**src/rtl/romupload.sv**
```systemverilog
// Upload manager: answers HPS IOCTL upload reads with bytes fetched from on-chip memory,
// stalling IOCTL_WAIT until each byte is ready and flagging the session for the memory mux.
module romupload #(
    parameter int                ADDR_W         = 17,
    parameter logic [ADDR_W-1:0] MEM_SIZE       = 17'h10000,
    parameter logic [7:0]        FILL           = 8'hFF,
    parameter logic [5:0]        UPLOAD_MENUSUB = 6'd2
) (
    input  logic              CLK_SYS,
    input  logic              RESET,
    input  logic              IOCTL_UPLOAD,
    input  logic [15:0]       IOCTL_INDEX,
    input  logic              IOCTL_RD,
    input  logic [26:0]       IOCTL_ADDR,
    output logic [7:0]        IOCTL_DIN,
    output logic              IOCTL_WAIT,
    output logic              UPLOAD_ACTIVE,
    output logic              MEM_REQ,
    output logic [ADDR_W-1:0] MEM_ADDR,
    input  logic              MEM_ACK,
    input  logic [7:0]        MEM_DATA
);

    typedef enum logic [1:0] {IDLE, REQ, DONE} state_t;

    // The range check uses all 27 address bits so high addresses never alias into memory.
    localparam logic [26:0] SIZE_LIMIT = 27'(MEM_SIZE);

    state_t            state;
    state_t            state_next;
    logic              sel;
    logic              in_range;
    logic [7:0]        din_next;
    logic              req_next;
    logic [ADDR_W-1:0] addr_next;
    logic              unused_index;

    assign sel          = IOCTL_UPLOAD & (IOCTL_INDEX[5:0] == UPLOAD_MENUSUB);
    assign in_range     = IOCTL_ADDR < SIZE_LIMIT;
    assign IOCTL_WAIT   = (IOCTL_RD & sel) | (state != IDLE);
    assign unused_index = ^IOCTL_INDEX[15:6];

    always_comb begin
        state_next = state;
        din_next   = IOCTL_DIN;
        req_next   = MEM_REQ;
        addr_next  = MEM_ADDR;
        case (state)
            IDLE: begin
                if (IOCTL_RD) begin
                    if (!sel) begin
                        din_next = FILL;
                    end else if (in_range) begin
                        addr_next  = IOCTL_ADDR[ADDR_W-1:0];
                        req_next   = 1'b1;
                        state_next = REQ;
                    end else begin
                        din_next   = FILL;
                        state_next = DONE;
                    end
                end
            end
            // Once issued, a request is always completed, even if the session ends meanwhile.
            REQ: begin
                if (MEM_ACK) begin
                    din_next   = MEM_DATA;
                    req_next   = 1'b0;
                    state_next = DONE;
                end
            end
            DONE:    state_next = IDLE;
            default: state_next = IDLE;
        endcase
    end

    always_ff @(posedge CLK_SYS or posedge RESET) begin
        if (RESET) begin
            state         <= IDLE;
            IOCTL_DIN     <= 8'h00;
            MEM_REQ       <= 1'b0;
            MEM_ADDR      <= '0;
            UPLOAD_ACTIVE <= 1'b0;
        end else begin
            state         <= state_next;
            IOCTL_DIN     <= din_next;
            MEM_REQ       <= req_next;
            MEM_ADDR      <= addr_next;
            UPLOAD_ACTIVE <= sel;
        end
    end

endmodule
```
**config.mk**
```make
export PLATFORM = sky130hd
export DESIGN_NAME = romupload
export DESIGN_NICKNAME = d
export VERILOG_FILES = /design/src/rtl/romupload.sv
export SDC_FILE = /design/constraint.sdc
export NUM_CORES = 1
export LEC_CHECK = 0
export BUFFER_PORTS_ARGS = -buffer_cell sky130_fd_sc_hd__buf_2
export CORE_MARGIN = 8
export CORE_UTILIZATION = 40
export DETAILED_ROUTE_END_ITERATION = 16
export PLACE_DENSITY = 0.79
export SETUP_SLACK_MARGIN = 0.3
export SYNTH_ARGS = -nofsm -noshare
export SYNTH_HDL_FRONTEND = slang
export SYNTH_SLANG_ARGS = --single-unit
```
**constraint.sdc**
```tcl
create_clock -name CLK_SYS -period 1.7 [get_ports CLK_SYS]
set_input_delay 0.17 -clock CLK_SYS [delete_from_list [all_inputs] [get_ports CLK_SYS]]
set_output_delay 0.17 -clock CLK_SYS [all_outputs]
set_load 0.01 [all_outputs]
```
Word level (Yosys, flattened, before mapping)
Cells that the tools add are included.

Equal/unequal tests: 7. Reductions and logical operators: 7. Bitwise logic cells: 3. Order comparisons: 1. Muxes and demuxes: 15.

Operators by type and width (count): two-way mux 8 bit (4); less-than comparator 27 x 17 -> 1 bit, second input constant (1); case mux 8 bit (2 select lines) (1); two-way mux 2 bit (4); inequality test 2 bit, second input constant (4); AND reduction 4 bit (2); == test 6 x 2 -> 1 bit, second input constant (1); AND reduction 5 bit (1); two-way mux 1 bit (4); case mux 2 bit (2 select lines) (1); nonzero test 2 bit (2); inequality test 3 bit, second input constant (1); AND reduction 3 bit (1); bitwise AND 1 bit (2); == test 2 x 1 -> 1 bit, second input constant (1); logical NOT 2 bit (1); case mux 1 bit (2 select lines) (1); OR 1 bit (1).

Bits of input ports: 56. Register bits: 29. Logic and storage cells: 38.

Longest topological paths before layout
Depth after elaboration: 5. Mapped depth: 6. Depth with buffers taken out: 4.

Worst setup path before layout
OpenSTA, ideal clock, no wires.

Path type: in2reg. From: input port IOCTL_INDEX[2]. To: register MEM_ADDR[2]. Stages: 6. Setup time: 0.125 ns. Setup slack: -0.206 ns. Arrival time: 1.781 ns. Data required time: 1.575 ns. Path through: or4b_4 > nor4b_4 > and4_1 > buf_6 > buf_12 > mux2_4.

Cells in the longest elaborated chain, start to end: 3.

RTL lines: start: declaration (RTL line 12) `input logic [15:0] IOCTL_INDEX,`; == test 6 x 2 -> 1 bit (RTL line 38) `assign sel = IOCTL_UPLOAD & (IOCTL_INDEX[5:0] == UPLOAD_MENUSUB);`; bitwise AND 1 bit (RTL line 38); via sel (RTL line 31) `logic sel;`; AND reduction 4 bit (no line); end signal: assignment (RTL line 87) `MEM_ADDR <= addr_next;`; end: declaration (RTL line 19) `output logic [ADDR_W-1:0] MEM_ADDR,`.

The timed path passes the listed nets, and every way through them passes these cells. A chain may end at the register's enable or synchronous reset.

Worst setup path in the final report
From: input port IOCTL_INDEX[2]. To: register MEM_ADDR[11].

Same word-level chain as after synthesis.

==> results.md <==
* Antenna diode count at 0
* Transition at the pin with the smallest max-transition slack at 0.431 ns
* Delay of the slowest cell on the worst path at 0.53 ns
* Area of the die at 4980 um2
* GRT met2 Usage at 0.212
* Number of cell rows at 19
* Signal arrival time at the worst endpoint at between 1.5 and 2 ns
* Post-synthesis sequential element count at 29
* Data required, critical path at 1.91 ns
* Type of the worst setup path: input port to flop
* Final std cell area, no fill at 1770 um2
* Worst reg-to-reg path cell count at 4
* M3 GR Usage at 0.0809
* Initial Utilization at 0.428
* IO Count at between 80 and 90
* Gr busiest metal: met2
* Mapped cell area at 1190 um2
* Global-route usage over all layers at 0.124
* Port Buffers at 73
* Chip height at 70.5 um
* Number of distinct library cell variants in the gate-level netlist after synthesis at 23
* Fraction of final layout cells sized beyond drive strength 1 at 0.671
* Clock sink count at 29
* Total CTS buffers at 5
* Total cell area at the placement stage at 1610 um2
* Static power due to leakage at 0.939 nW
* Violation count after the first detailed-routing iteration at 44
* Half-perimeter wire length after detailed placement at 2.48 mm
* Syn Inst Count at 76
* Antenna-violating nets left at 0
* Clock transition at path regs at 0.10 ns
* Pins Over Slew Limit at 0
* Post-layout nets at 222
* Die Wd at 70.5 um
* Number of antenna violations at the first check in global routing at 0
* Root Driver: sky130_fd_sc_hd__clkbuf_4
* Max_slew headroom at 0.713
* Count of maximum capacitance violations at 0
* H-Tree Depth at 2
* Wire length of the first global-routing pass at 5.04 mm
* Final Hold Vio Count at 0
* Type of the most critical hold path: input port to flop
* Average wire length per cell after detail routing at about 17 um
* Worst-case clock buffer depth at 2
* Util after Layout at 0.637
* Post-synthesis net count at 132
* IR drop worst, VDD at 543 uV
* Signed area change from the synthesized netlist to the final layout at 48.8%
* Via count at 969
* Vias in the first global route at around 1,100
* Share of the yosys chip area belonging to registers at 0.610
* Pin count of the biggest net entering global routing at 30
* Clk_lat worst skew at 0.32 ns
* Filler Cells Inserted at 222
* Cell depth of the worst min-delay path at 2
* Placeable core area at 2780 um2
* Run status: complete, no violations
* Fin crit share at 0.938
* DRC violation count after routing at 0
* Element type at the critical path start: input port
* GRT overflow at 0
* CTS tree: done
* Peak fanout along the critical path at 9
* Avg Cell Area, Syn at roughly 16 um2
* Setup repair after global routing missed its margin: yes
* Weighted congestion at the end of routability-driven global placement at 0.680
* Element type at the critical path end: flop
* Yosys warning total at 0
* Minimum clock period at approximately 1.6 ns
* Layout Skew at 0.0121 ns
* Final number of setup-violating endpoints at 0
* Highest attainable clock frequency at 0.627 GHz
* Global routing met1 resource utilization at 0.119
* Critical Path, Cell by Cell: buf_6 -> or4b_4 -> nor4b_4 -> and4_4 -> buf_12 -> mux2_2
* Area used by sequential logic in the layout at a little over 700 um2
* Sum of routed wire length over all layers at 3.30 mm
* Vias per cell at 4.89
* Number of iterations in the first detailed-routing pass at 4
* Critical-path cell with the highest stage delay: sky130_fd_sc_hd__or4b_4
* Power per Cell Area at 664 nW/um2
* Final setup TNS at 0 ns
* Area used by multi-input combinational logic at 445 um2
[cell families after synthesis]
family | Yosys count | synth area share
flops | 29 | 0.610
mux | 17 | 0.185
simple gates | 14 | 0.0883
compound gates | 12 | 0.0841
buf+inv | 4 | 0.0326
[report_power, final]
group          leakage (nW)  total, mW  internal, mW  switching, mW
sequential            0.363      0.690         0.689       0.000178
combinational         0.544     0.0871        0.0497         0.0374
clock                0.0310      0.399         0.156          0.243
[synthesized netlist by cell type]
| library cell | instances | area (um2) |
|---|---|---|
| sky130_fd_sc_hd__mux2i_1 | 1 | 10.0 |
| sky130_fd_sc_hd__mux2_2 | 8 | 90.1 |
| sky130_fd_sc_hd__a21o_1 | 1 | 7.51 |
| sky130_fd_sc_hd__a311oi_1 | 1 | 8.76 |
| sky130_fd_sc_hd__nor4b_4 | 1 | 23.8 |
| sky130_fd_sc_hd__dfrtp_1 | 29 | 726 |
| sky130_fd_sc_hd__nor2_1 | 1 | 3.75 |
| sky130_fd_sc_hd__o21ai_0 | 1 | 5.00 |
| sky130_fd_sc_hd__mux2_4 | 8 | 120 |
| sky130_fd_sc_hd__nor3_1 | 1 | 5.00 |
| sky130_fd_sc_hd__and4_1 | 1 | 8.76 |
| sky130_fd_sc_hd__nand3b_1 | 1 | 7.51 |
| sky130_fd_sc_hd__nor4_1 | 2 | 12.5 |
| sky130_fd_sc_hd__or4b_4 | 1 | 13.8 |
| sky130_fd_sc_hd__nor2b_1 | 1 | 6.26 |
| sky130_fd_sc_hd__o22a_1 | 8 | 70.1 |
| sky130_fd_sc_hd__buf_6 | 1 | 11.3 |
| sky130_fd_sc_hd__buf_12 | 1 | 20.0 |
| sky130_fd_sc_hd__nand3_1 | 2 | 10.0 |
| sky130_fd_sc_hd__and3_1 | 1 | 6.26 |
| sky130_fd_sc_hd__o32ai_1 | 1 | 8.76 |
| sky130_fd_sc_hd__nand2_1 | 2 | 7.51 |
| sky130_fd_sc_hd__inv_1 | 2 | 7.51 |
[repair_timing]
item                       CTS  global route
setup buffers                1             5
gates cloned                 0             1
hold endpoints to repair    29             0
resized for setup            2             4
hold buffers                 1             0
pin swaps                    2            10
setup endpoints to repair   25            25
[path summary, 6_finish.rpt]
path | from | endpoint | slack [ns]
max in group asynchronous | RESET | IOCTL_DIN[6] | 0.97
worst max register to register | state[1] | MEM_ADDR[11] | 0.16
worst min-delay path | MEM_ACK | state[0] | 0.06
worst max-delay path | IOCTL_INDEX[2] | MEM_ADDR[11] | 0.11
min in group asynchronous | RESET | MEM_ADDR[10] | 0.45
worst min register to register | IOCTL_DIN[0] | IOCTL_DIN[0] | 0.50
[cell usage in the layout, fill, tap and decap left out, drive strengths merged]
master / instances
dlygate4sd3: 1
a311oi: 1
nor4b: 1
mux2: 16
nand3b: 1
buf: 83
or4b: 1
nand2: 2
and3: 1
nor4: 2
a21o: 1
clkinv: 2
nor2: 1
o22a: 8
nor2b: 1
mux2i: 1
o21ai: 1
nand3: 2
and4: 1
o32ai: 1
inv: 2
dfrtp: 29
nor3: 1
clkbuf: 6
clkinvlp: 1
[worst max-delay path, delay by kind of cell]
kind,cells,cell delay [ns]
buffers and inverters,2,0.23
muxes,1,0.33
and+or+nand+nor,3,1.07
[flip-flops by register name, summed over array words and instances (netlist names)]
signal and flops:
UPLOAD_ACTIVE 1, IOCTL_DIN 8, MEM_REQ 1, MEM_ADDR 17, state 2
[area by class of cell]
| cell class | count | area share |
|---|---|---|
| sequential | 29 | 0.410 |
| timing repair buffer | 85 | 0.281 |
| clock inverter | 3 | 0.00989 |
| clock buffer | 5 | 0.0212 |
| multi-input combinational | 43 | 0.252 |
| tap | 31 | 0.0219 |
| inverter | 2 | 0.00424 |
[per-layer routing]
metal	up-vias	wire [um]
met1	451	1260
met5	-	0
li1	464	-
met4	0	36
met2	50	1640
met3	4	359
[through the flow]
stage          power [mW]  hold slack, ns  worst slack (ns)  instances
6_report             1.18          0.0631             0.106        198
5_1_grt              1.23          0.0481            0.0662        198
4_1_cts              1.18          0.0567            0.0774        192
3_5_place_dp        0.785           0.254            -0.284        182
3_3_place_gp        0.782           0.247            -0.230        182
2_1_floorplan       0.723           0.247            -0.206         76
Note: power is estimated with default switching activity, not from simulation.
